### config.mk
export PLATFORM = sky130hd
export DESIGN_NAME = lfsr_arbiter_flat
export DESIGN_NICKNAME = d
export VERILOG_FILES = /design/src/rtl/lfsr_pkg.sv /design/src/rtl/lfsr_arbiter_if.sv /design/src/rtl/lfsr6_core.sv /design/src/rtl/lfsr_arbiter.sv /design/src/flat_wrapper.sv
export SDC_FILE = /design/constraint.sdc
export NUM_CORES = 1
export LEC_CHECK = 0
export BUFFER_PORTS_ARGS = -buffer_cell sky130_fd_sc_hd__buf_2
export CORE_ASPECT_RATIO = 0.75
export CORE_MARGIN = 1.5
export CORE_UTILIZATION = 58
export CTS_CLUSTER_SIZE = 12
export DETAILED_ROUTE_END_ITERATION = 16
export PLACE_DENSITY = 0.89
export SLEW_MARGIN = 20
export SYNTH_ARGS = -nofsm -noshare
export SYNTH_HDL_FRONTEND = slang
export SYNTH_SLANG_ARGS = --single-unit
### constraint.sdc
create_clock -name clk -period 2.9 [get_ports clk]
set_input_delay 0.145 -clock clk [delete_from_list [all_inputs] [get_ports clk]]
set_output_delay 0.145 -clock clk [all_outputs]
set_load 0.02 [all_outputs]
### src/rtl/lfsr_pkg.sv
// Shared types and LFSR helpers for the two-requester LFSR arbiter.
package lfsr_pkg;
  localparam int              LFSR_W    = 6;
  localparam logic [LFSR_W-1:0] LFSR_RST  = 6'h3F;
  // Feedback XOR positions q1, q2, q4; q0 takes q5 directly via the rotate.
  localparam logic [LFSR_W-1:0] LFSR_TAPS = 6'b010110;

  typedef enum logic {IDLE, BURST} state_t;

  // One Galois step: rotate left, then fold the outgoing MSB into the taps.
  function automatic logic [LFSR_W-1:0] lfsr_next(input logic [LFSR_W-1:0] q);
    return {q[LFSR_W-2:0], q[LFSR_W-1]} ^ (q[LFSR_W-1] ? LFSR_TAPS : '0);
  endfunction
endpackage

### src/rtl/lfsr_arbiter_if.sv
// Requester-side bus of the LFSR arbiter. Seed ports exist only when
// LFSR_SEED_EN is defined.
interface lfsr_arbiter_if;
  import lfsr_pkg::*;
  logic [1:0]        req;
  logic [1:0]        rdy;
  logic [1:0]        gnt;
  logic              valid;
  logic [LFSR_W-1:0] data;
  logic              last;
  logic [1:0]        done;
`ifdef LFSR_SEED_EN
  logic              seed_ld;
  logic [LFSR_W-1:0] seed;
`endif

  modport slave (
    input  req, rdy,
`ifdef LFSR_SEED_EN
    input  seed_ld, seed,
`endif
    output gnt, valid, data, last, done
  );

  modport master (
    output req, rdy,
`ifdef LFSR_SEED_EN
    output seed_ld, seed,
`endif
    input  gnt, valid, data, last, done
  );
endinterface

### src/rtl/lfsr6_core.sv
// 6-bit Galois LFSR register: reset to LFSR_RST, load has priority over step.
module lfsr6_core
  import lfsr_pkg::*;
(
  input  logic              clk,
  input  logic              rst,
  input  logic              step,
  input  logic              load,
  input  logic [LFSR_W-1:0] din,
  output logic [LFSR_W-1:0] q
);
  logic [LFSR_W-1:0] r_q;

  // Hold unless loaded or stepped by an accepted beat.
  always_ff @(posedge clk or negedge rst) begin
    if (!rst)      r_q <= LFSR_RST;
    else if (load) r_q <= din;
    else if (step) r_q <= lfsr_next(r_q);
  end

  assign q = r_q;
endmodule

### src/rtl/lfsr_arbiter.sv
// Round-robin arbiter sharing one LFSR between two requesters; each grant
// delivers BURST_LEN words over valid/ready. Optional macro LFSR_SEED_EN
// adds an IDLE-only seed load.
module lfsr_arbiter
  import lfsr_pkg::*;
#(
  parameter int BURST_LEN = 4,
  parameter int CNT_W     = 6
) (
  input  logic           clk,
  input  logic           rst,
  lfsr_arbiter_if.slave  bus
);
  state_t            r_state;
  logic              r_rr_last;
  logic              r_win;
  logic [1:0]        r_gnt;
  logic              r_valid;
  logic              r_last;
  logic [1:0]        r_done;
  logic [CNT_W-1:0]  r_cnt;

  logic              w_acc;
  logic              w_req_w;
  logic              w_pick;
  logic              w_seed_ld;
  logic [LFSR_W-1:0] w_seed;
  logic [LFSR_W-1:0] w_q;

  // Only the granted requester's rdy/req matter; r_gnt is 0 outside BURST.
  assign w_acc   = (r_state == BURST) && |(bus.rdy & r_gnt);
  assign w_req_w = |(bus.req & r_gnt);
  assign w_pick  = (bus.req == 2'b11) ? ~r_rr_last : bus.req[1];

`ifdef LFSR_SEED_EN
  assign w_seed_ld = (r_state == IDLE) && bus.seed_ld;
  assign w_seed    = (bus.seed == '0) ? LFSR_RST : bus.seed;
`else
  assign w_seed_ld = 1'b0;
  assign w_seed    = LFSR_RST;
`endif

  lfsr6_core u_lfsr (
    .clk  (clk),
    .rst  (rst),
    .step (w_acc),
    .load (w_seed_ld),
    .din  (w_seed),
    .q    (w_q)
  );

  // Arbiter FSM with registered grant/valid/last/done.
  always_ff @(posedge clk or negedge rst) begin
    if (!rst) begin
      r_state   <= IDLE;
      r_rr_last <= 1'b1;
      r_win     <= 1'b0;
      r_gnt     <= 2'b00;
      r_valid   <= 1'b0;
      r_last    <= 1'b0;
      r_done    <= 2'b00;
      r_cnt     <= '0;
    end else begin
      r_done <= 2'b00;
      case (r_state)
        IDLE: begin
          // A seed load takes the cycle; any grant waits one more cycle.
          if (!w_seed_ld && bus.req != 2'b00) begin
            r_win   <= w_pick;
            r_gnt   <= w_pick ? 2'b10 : 2'b01;
            r_valid <= 1'b1;
            r_cnt   <= '0;
            r_last  <= (BURST_LEN == 1);
            r_state <= BURST;
          end
        end
        BURST: begin
          if (w_acc) begin
            if (r_last) begin
              r_done    <= r_gnt;
              r_gnt     <= 2'b00;
              r_valid   <= 1'b0;
              r_last    <= 1'b0;
              r_rr_last <= r_win;
              r_state   <= IDLE;
            end else begin
              r_cnt  <= r_cnt + 1'b1;
              r_last <= ((r_cnt + 1'b1) == CNT_W'(BURST_LEN - 1));
            end
          end else if (!w_req_w) begin
            // Abort: requester withdrew mid-burst; no done pulse.
            r_gnt     <= 2'b00;
            r_valid   <= 1'b0;
            r_last    <= 1'b0;
            r_rr_last <= r_win;
            r_state   <= IDLE;
          end
        end
        default: r_state <= IDLE;
      endcase
    end
  end

  assign bus.gnt   = r_gnt;
  assign bus.valid = r_valid;
  assign bus.data  = w_q;
  assign bus.last  = r_last;
  assign bus.done  = r_done;
endmodule

### src/flat_wrapper.sv
// flat-port wrapper written by rule: the top's interface ports become plain ports
module lfsr_arbiter_flat import lfsr_pkg::*;
#(
  parameter int BURST_LEN = 4,
  parameter int CNT_W     = 6
)
  (clk, rst, bus_req, bus_rdy, bus_gnt, bus_valid, bus_data, bus_last, bus_done);
  lfsr_arbiter_if bus_i ();
  input  logic clk;
  input  logic rst;
  input wire logic [$bits(bus_i.req)-1:0] bus_req;
  input wire logic [$bits(bus_i.rdy)-1:0] bus_rdy;
  output wire logic [$bits(bus_i.gnt)-1:0] bus_gnt;
  output wire logic [$bits(bus_i.valid)-1:0] bus_valid;
  output wire logic [$bits(bus_i.data)-1:0] bus_data;
  output wire logic [$bits(bus_i.last)-1:0] bus_last;
  output wire logic [$bits(bus_i.done)-1:0] bus_done;
  assign bus_i.req = bus_req;
  assign bus_i.rdy = bus_rdy;
  assign bus_gnt = bus_i.gnt;
  assign bus_valid = bus_i.valid;
  assign bus_data = bus_i.data;
  assign bus_last = bus_i.last;
  assign bus_done = bus_i.done;
  lfsr_arbiter #(.BURST_LEN(BURST_LEN), .CNT_W(CNT_W)) u_core (.clk(clk), .rst(rst), .bus(bus_i));
endmodule
Yosys cells after proc, flatten, opt, wreduce, memory -nomap -nowiden
Cells that the tools add are included.
{ "totals": {"register_bits": 21, "word_cells": 65, "out_inout_bits": 12, "input_bits": 6} }
{ "op_classes": {"mux": 32, "reduce_logical": 9, "bitwise_logic": 5, "addsub": 1, "eq_ne": 9} }
{ "ops": {"columns": ["operator", "n"], "rows": [
  ["$mux 6", 3],
  ["$mux 2", 8],
  ["$mux 1", 15],
  ["$pmux 6 s2", 1],
  ["$reduce_and 3->1", 3],
  ["$add 6x1->6 const B", 1],
  ["$eq 6x2->1 const B", 1],
  ["$ne 2x2->1 const B", 3],
  ["$ne 3x3->1 const B", 2],
  ["$pmux 1 s2", 3],
  ["$xor 6x5->6", 1],
  ["$mux 5", 1],
  ["$and 2x2->2", 2],
  ["$ne 2x1->1 const B", 2],
  ["$pmux 2 s2", 1],
  ["$reduce_and 2->1", 2],
  ["$reduce_or 2->1", 2],
  ["$eq 2x2->1 const B", 1],
  ["$not 1->1", 2],
  ["$reduce_bool 2->1", 1],
  ["$logic_and 1x1->1", 1]
]} }

Logic depth before layout (Yosys ltp)
Gate-level depths: netlist of the first run.
{ "depth": {"depth_word": 5, "depth_mapped": 6} }

Modules after synthesis
Synthesis of the first run repeated with hierarchy kept, for this count alone.
{ "hier_totals": {"cells_unflattened": 115, "hier_area_um2": 1172.4} }
{ "by_module_without_submodules": {"columns": ["module", "cells_per_inst", "seq_area_each_um2", "n_inst", "area_per_inst_um2"], "rows": [
  ["lfsr_arbiter", 84, 376.6, 1, 829.5],
  ["lfsr6_core", 31, 157.7, 1, 342.8]
]} }

Worst setup path before layout of the first run
Ideal clock, no wire load.
{ "synth_path": {"kind": "register to register", "startpoint": "register u_core.r_gnt[1], in the netlist u_core.bus.gnt[1]", "endpoint": "register u_core.r_rr_last", "arrival_time_ps": 1294, "path_slack_ps": 1523, "required_time_ps": 2818, "path_buffers": 0, "stages_incl_launch_ff": 5, "period_less_slack_ps": 1377, "path_cell_list": "dfrtp_1 > a22oi_2 > nand2_1 > a21boi_2 > mux2_4"} }
{ "synth_via": {"elab_chain_len": 5, "word_cells_on_any_way": 9} }
{ "synth_rtl": {"columns": ["item", "line_no", "text"], "rows": [
  ["start: declaration", "lfsr_arbiter.sv:17", "logic [1:0] r_gnt;"],
  ["start signal: assignment", "lfsr_arbiter.sv:70", "r_gnt <= w_pick ? 2'b10 : 2'b01;"],
  ["$and 2x2->2", "lfsr_arbiter.sv:31", "assign w_acc = (r_state == BURST) && |(bus.rdy & r_gnt);"],
  ["$reduce_or 2->1", "lfsr_arbiter.sv:31", null],
  ["$logic_and 1x1->1", "lfsr_arbiter.sv:31", null],
  ["$ne 2x1->1 (no source line) or $ne 2x2->1 (tied branches)", null, null],
  ["$reduce_and 3->1 (no source line)", null, null],
  ["end signal: assignment", "lfsr_arbiter.sv:84", "r_rr_last <= r_win;"],
  ["end signal: assignment", "lfsr_arbiter.sv:95", "r_rr_last <= r_win;"],
  ["end: declaration", "lfsr_arbiter.sv:15", "logic r_rr_last;"]
]} }
Parallel ways exist; a longest one is shown, timed or not.
A chain may end at the register's enable or synchronous reset.

Worst setup path in the final report of the first run
Ends and elaborated chain as after synthesis.

==> impl_metrics.toml, run 1 <==
[status]
outcome = "finished clean"

[synth]
yosysMostFrequentCell = "nand2_1"
synthXorXnorAreaFrac = 0.0487
synth_compound_area_frac = 0.202
synthTopCellsByCount = "15 x nand2_1, 14 x dfrtp_1, 9 x o21ai_1"
synth-seq-cells = 21
synth_adder_area_share = 0.0232
synthDominantCellAreaShare = 0.325
yosys_warnings = 0
synth_top_family_by_area = "compound AO/OA/AOI/OAI gates"
synth_nets = 108
synth_area_sq_mm = 0.00108
yosysSeqAreaShare = 0.495
synth_enable_flop_cells = 0
synth_cell_type_count = 37
async_reset_ff_frac = 1.00
yosys.area_share.simple = 0.176
synthFlopType = "dfrtp_1"
yosysTopAreaCell = "dfrtp_1"
syn_inst = 100
syn-mean-instance-area_sq_um = 10.8
yosys-top-cells-area = "dfrtp_1 32%, dfstp_2 17%, nand2_1 5.2%"
muxShareOfSynthArea = 0.0232

[final_layout]
antennaDiodeCount = 0
area_growth_syn_to_layout_pct = 11.5
nNetsFinal = 128
drive_above_1_share = 0.303
final_cell_area_sq_mm = 0.00120

[critical_path]
r2r-start = "u_core.bus.gnt[1]"
ff2ff_setup_slack_ns = 1.44
critPathMaxFanout = 6
required_ns = 3.15
end_kind = "register"
cp-start-kind = "register"
arrival_ns = 1.71
reg2reg_to = "u_core.r_rr_last"
crit_type = "reg -> reg"
reg2reg_depth = 4

[power_and_ir_drop]
pwr-share-seq = 0.464
internal_power_mw = 0.569
leakagePower_nw = 0.572
power_frac_comb = 0.384
power_density_mw_per_mm2 = 794
ir_drop_mv = 0.601
switching_share = 0.404
switchingPower_mw = 0.386
clock_power_share = 0.152

[global_routing]
track_usage = 0.247
antenna_found_initial = 0
grt.overflow.total = 0
grt_pass1_wl_um = 3570
grt_max_degree = 22
grt_pass1_vias = 770

[placement]
place_area_sq_mm = 0.00116
finalWeightedCongestion = 0.807
detailed_place_hpwl_um = 1540
portBuffers = 17

[worst_hold_path]
min_to = "u_core.bus.gnt[0]"
whs_path_depth = 3
hold_start = "bus_req[0]"
hold_class = "in -> reg"

[clock_tree]
cts_tree = "yes"
cts.sinks = 21
cts_root_buf = "clkbuf_4"
cts_max_level = 1
postCtsHoldBufs = 1
cts_post_setup_buffers_inserted = 0
clockBufferDepth = 2
worst_setup_hold_path_clk_slew_ns = 0.11
cts_buffers = 3
cts_resized = 0
clk_latency_ns = 0.31

[drt]
vias = 801
avgViaCountPerCell = 5.68
firstDrtPassIters = 4
wl_um = 2210
wl_per_cell_um = 15.7
drtIter0Drc = 19
drc = 0
ant_nets = 0

[sta]
setup_tns_ns = 0
drv_slew = 0
fmax_ghz = 0.685
worst_pin_slew_ns = 0.460
slew_headroom = 0.693
setup_violations = 0
finalHoldViolations = 0
fin_crit_ns = 1.46
fin_crit_sh = 0.503
rsz0062_at_grt = "false"
fin_worst_skew_ns = 0.00974

[die]
initial_core_util = 0.620
fp.dieArea_sq_mm = 0.00213
die_h_um = 40.3
std_cell_rows = 13
core_area_sq_mm = 0.00174
die_w_um = 52.8
ios = 18

[flow_run]
drv_cap = 0
==> metrics by stage <==
step,instances,power (mW),hold WS [ns],util,setup WS [ns]
final,141,0.955,0.190,0.691,1.44
after global routing,141,1.01,0.201,0.691,1.38
after CTS,141,0.955,0.176,0.691,1.45
after detailed placement,136,0.803,0.119,0.669,1.49
after global placement,136,0.785,0.118,0.669,1.58
after floorplan,100,0.727,-0.151,-,1.52
==> worst max-delay path, stage by stage (launching register included) <==
cell and delay, ns:
dfrtp_1 0.48, a22oi_2 0.30, nand2_1 0.13, a21boi_2 0.18, mux2_4 0.31
==> cell families after synthesis <==
| logic type | Yosys count |
|---|---|
| simple gates | 37 |
| buf+inv | 5 |
| flops | 21 |
| compound gates | 27 |
| xor+xnor | 6 |
| mux | 2 |
| fa+ha+maj | 2 |
==> cells in the final DEF, fill, tap and decap left out, types with 2 or more instances in the layout <==
| cell type | n |
|---|---|
| a21o_1 | 2 |
| a21oi_1 | 2 |
| a22o_1 | 2 |
| and3_1 | 3 |
| buf_2 | 17 |
| clkbuf_4 | 3 |
| dfrtp_1 | 14 |
| dfstp_2 | 7 |
| ha_1 | 2 |
| inv_1 | 2 |
| nand2_1 | 15 |
| nand2b_1 | 3 |
| nand3_1 | 8 |
| nor2b_1 | 3 |
| o21ai_1 | 9 |
| xnor2_1 | 4 |
| xor2_1 | 2 |
==> area by class of cell <==
cell class / count / area, sq um
fillers: 132 / 538
flip-flops and latches: 21 / 534
multi-input cells: 74 / 510
repair buffers: 18 / 95.1
well taps: 22 / 27.5
clock buffers: 3 / 22.5
inverters: 2 / 7.51
clock inverters: 1 / 5.00
==> how the worst max path moves through the flow <==
stage                      start                to  cells after the start
2_1_floorplan  u_core.bus.gnt[1]  u_core.r_rr_last                      4
3_3_place_gp   u_core.bus.gnt[1]  u_core.r_rr_last                      4
3_5_place_dp   u_core.bus.gnt[1]  u_core.r_rr_last                      4
4_1_cts        u_core.bus.gnt[1]  u_core.r_rr_last                      4
5_1_grt        u_core.bus.gnt[0]  u_core.r_rr_last                      4
6_report       u_core.bus.gnt[1]  u_core.r_rr_last                      4
==> power groups by stage <==
stage | Clock [mW] | Sequential [mW] | Combinational, mW
final | 0.145 | 0.443 | 0.367
after global routing | 0.159 | 0.448 | 0.404
after CTS | 0.149 | 0.438 | 0.368
after detailed placement | 0 | 0.440 | 0.363
after global placement | 0 | 0.433 | 0.352
after floorplan | 0 | 0.437 | 0.290
==> sequential cells by signal (all words and copies together) (netlist names) <==
signal,flops
u_core.bus.last,1
u_core.bus.gnt,2
u_core.r_cnt,6
u_core.r_win,1
u_core.bus.done,2
u_core.u_lfsr.q,6
u_core.r_rr_last,1
u_core.r_state,1
u_core.bus.valid,1
==> layer usage <==
layer | vias to the layer above | global-route usage | part of all wire
met4 | 0 | 0.0962 | 0
met5 | - | 0 | 0
met1 | 387 | 0.292 | 0.47
li1 | 395 | - | -
met2 | 19 | 0.425 | 0.49
met3 | 0 | 0.0821 | 0.043
(Power assumes the default switching activity.)
==> run 2: changes to the inputs <==
--- a/config.mk
+++ b/config.mk
@@ -8,10 +8,10 @@
 export BUFFER_PORTS_ARGS = -buffer_cell sky130_fd_sc_hd__buf_2
 export CORE_ASPECT_RATIO = 0.75
 export CORE_MARGIN = 1.5
-export CORE_UTILIZATION = 58
+export CORE_UTILIZATION = 49
 export CTS_CLUSTER_SIZE = 12
 export DETAILED_ROUTE_END_ITERATION = 16
-export PLACE_DENSITY = 0.89
+export PLACE_DENSITY = 0.81
 export SLEW_MARGIN = 20
 export SYNTH_ARGS = -nofsm -noshare
 export SYNTH_HDL_FRONTEND = slang
==> constraint.sdc (replaced) <==
create_clock -name clk -period 1.3 [get_ports clk]
set_input_delay 0.065 -clock clk [delete_from_list [all_inputs] [get_ports clk]]
set_output_delay 0.065 -clock clk [all_outputs]
set_load 0.02 [all_outputs]
==> impl_metrics.toml, run 2 (synthesis gave the netlist of run 1 again) <==
[status]
outcome = "finished, violations left"
violations = "setup timing"

[placement]
dp.cells = 146
detailed_place_hpwl_um = 1720
portBuffers = 17
finalWeightedCongestion = 0.757
place_area_sq_mm = 0.00123
post-place-ws_ns = -0.0346

[final_layout]
drive_above_1_share = 0.474
instances_no_fill = 157
antennaDiodeCount = 0
final_cell_area_sq_mm = 0.00138
fillers = 155
nNetsFinal = 142
area_growth_syn_to_layout_pct = 28.0
final_cell_mix = "16 x buf_2, 15 x nand2_1, 15 x buf_4"
layout_commonest_cell = "buf_2"

[clock_tree]
cts_buffers = 3
cts_root_buf = "clkbuf_4"
cts_tree = "yes"
worst_setup_hold_path_clk_slew_ns = 0.13
clk_latency_ns = 0.32
cts.sinks = 21
clockBufferDepth = 2
cts_max_level = 1

[critical_path]
end_kind = "register"
reg2reg_to = "u_core.r_rr_last"
required_ns = 1.57
crit_type = "reg -> reg"
critPathMaxFanout = 5
r2r-start = "u_core.bus.gnt[0]"
ff2ff_setup_slack_ns = -0.06
reg2reg_depth = 4
cp-start-kind = "register"
arrival_ns = 1.62

[global_routing]
grt_pass1_vias = 862
grt_pass1_wl_um = 4170
track_usage = 0.225
grt_max_degree = 22
grt.overflow.total = 0
antenna_found_initial = 0

[sta]
worst_pin_slew_ns = 0.471
fin_crit_ns = 1.36
slew_headroom = 0.686
finalHoldViolations = 0
setup_violations = 7
fmax_ghz = 0.737
rsz0062_at_grt = "true"
fin_crit_sh = 1.04
finalWorstSetupSlack_ns = -0.0568
drv_slew = 0
fin_worst_skew_ns = 0.0167

[worst_hold_path]
whs_path_depth = 3
min_to = "u_core.bus.gnt[0]"
hold_class = "in -> reg"
hold_start = "bus_req[0]"

[power_and_ir_drop]
leakagePower_nw = 0.647
power_density_mw_per_mm2 = 1900
ir_drop_mv = 1.56

[die]
core_area_sq_mm = 0.00205
die_w_um = 57.2
ios = 18
initial_core_util = 0.526
die_h_um = 43.6
fp.dieArea_sq_mm = 0.00249
std_cell_rows = 14

[drt]
avgViaCountPerCell = 5.99
vias = 940
firstDrtPassIters = 4
wl_per_cell_um = 17.9
wl_um = 2810
drc = 0
drtIter0Drc = 29
ant_nets = 0

[flow_run]
drv_cap = 0
## run 2: cell types whose count changed in the layout (fill, tap and decap cells not counted), sizes merged
cell / before / now
buf: 17 / 31
## run 2: how the worst max path moves through the flow
stage	startpoint	endpoint	slack [ns]	cells past startpoint
after floorplan	u_core.bus.gnt[1]	u_core.r_rr_last	-0.06	4
after global placement	u_core.bus.gnt[0]	u_core.r_rr_last	-0.003	4
after detailed placement	u_core.bus.gnt[0]	u_core.r_rr_last	-0.03	4
after CTS	u_core.bus.gnt[0]	u_core.r_rr_last	-0.01	4
after global routing	u_core.bus.gnt[0]	u_core.r_rr_last	-0.09	4
final	u_core.bus.gnt[0]	u_core.r_rr_last	-0.06	4
## run 2: critical path: stages (launching register included)
cell and delay (ns):
dfrtp_2 0.48, a22oi_2 0.20, nand2_1 0.10, a21boi_2 0.20, mux2_4 0.32
## run 2: layout make-up
type,instances,area [sq um],area share
timing repair buffer,32,203,0.147
inverter,2,7.51,0.00544
clock buffer,3,22.5,0.0163
multi-input combinational,74,573,0.415
sequential,21,539,0.391
clock inverter,1,5.00,0.00363
tap,24,30.0,0.0218
## run 2: repair_timing
| item | in CTS | in global routing |
|---|---|---|
| pin swaps | 2 | 6 |
| endpoints found under the setup margin | 4 | 15 |
| gates cloned | 0 | 0 |
| resized for setup | 3 | 12 |
| hold buffers | 1 | 0 |
| endpoints found under the hold margin | 14 | 0 |
| setup buffers | 1 | 5 |
## run 2: where the power goes
group / switching (mW) / leakage [nW] / total [mW] / internal [mW]
clock: 0.210 / 0.0177 / 0.325 / 0.115
sequential: 0.178 / 0.253 / 0.980 / 0.802
combinational: 0.656 / 0.377 / 1.32 / 0.660
total: 1.04 / 0.647 / 2.62 / 1.58
## run 2: stage by stage
stage / hold slack, ns / total power [mW] / setup TNS [ns] / utilization
6_report: 0.156 / 2.62 / -0.179 / 0.673
5_1_grt: 0.149 / 2.74 / -0.578 / 0.673
4_1_cts: 0.113 / 2.35 / -0.0153 / 0.629
3_5_place_dp: 0.0464 / 1.96 / -0.0492 / 0.600
3_3_place_gp: 0.0350 / 1.91 / -0.00340 / 0.600
2_1_floorplan: -0.231 / 1.63 / -0.0858 / -
## run 2: metal layers
| metal | GRT usage | vias to the layer above | share of wire |
|---|---|---|---|
| li1 | - | 422 | - |
| met1 | 0.295 | 467 | 0.40 |
| met2 | 0.349 | 41 | 0.51 |
| met3 | 0.0776 | 10 | 0.066 |
| met4 | 0.0884 | 0 | 0.023 |
| met5 | 0 | - | 0 |
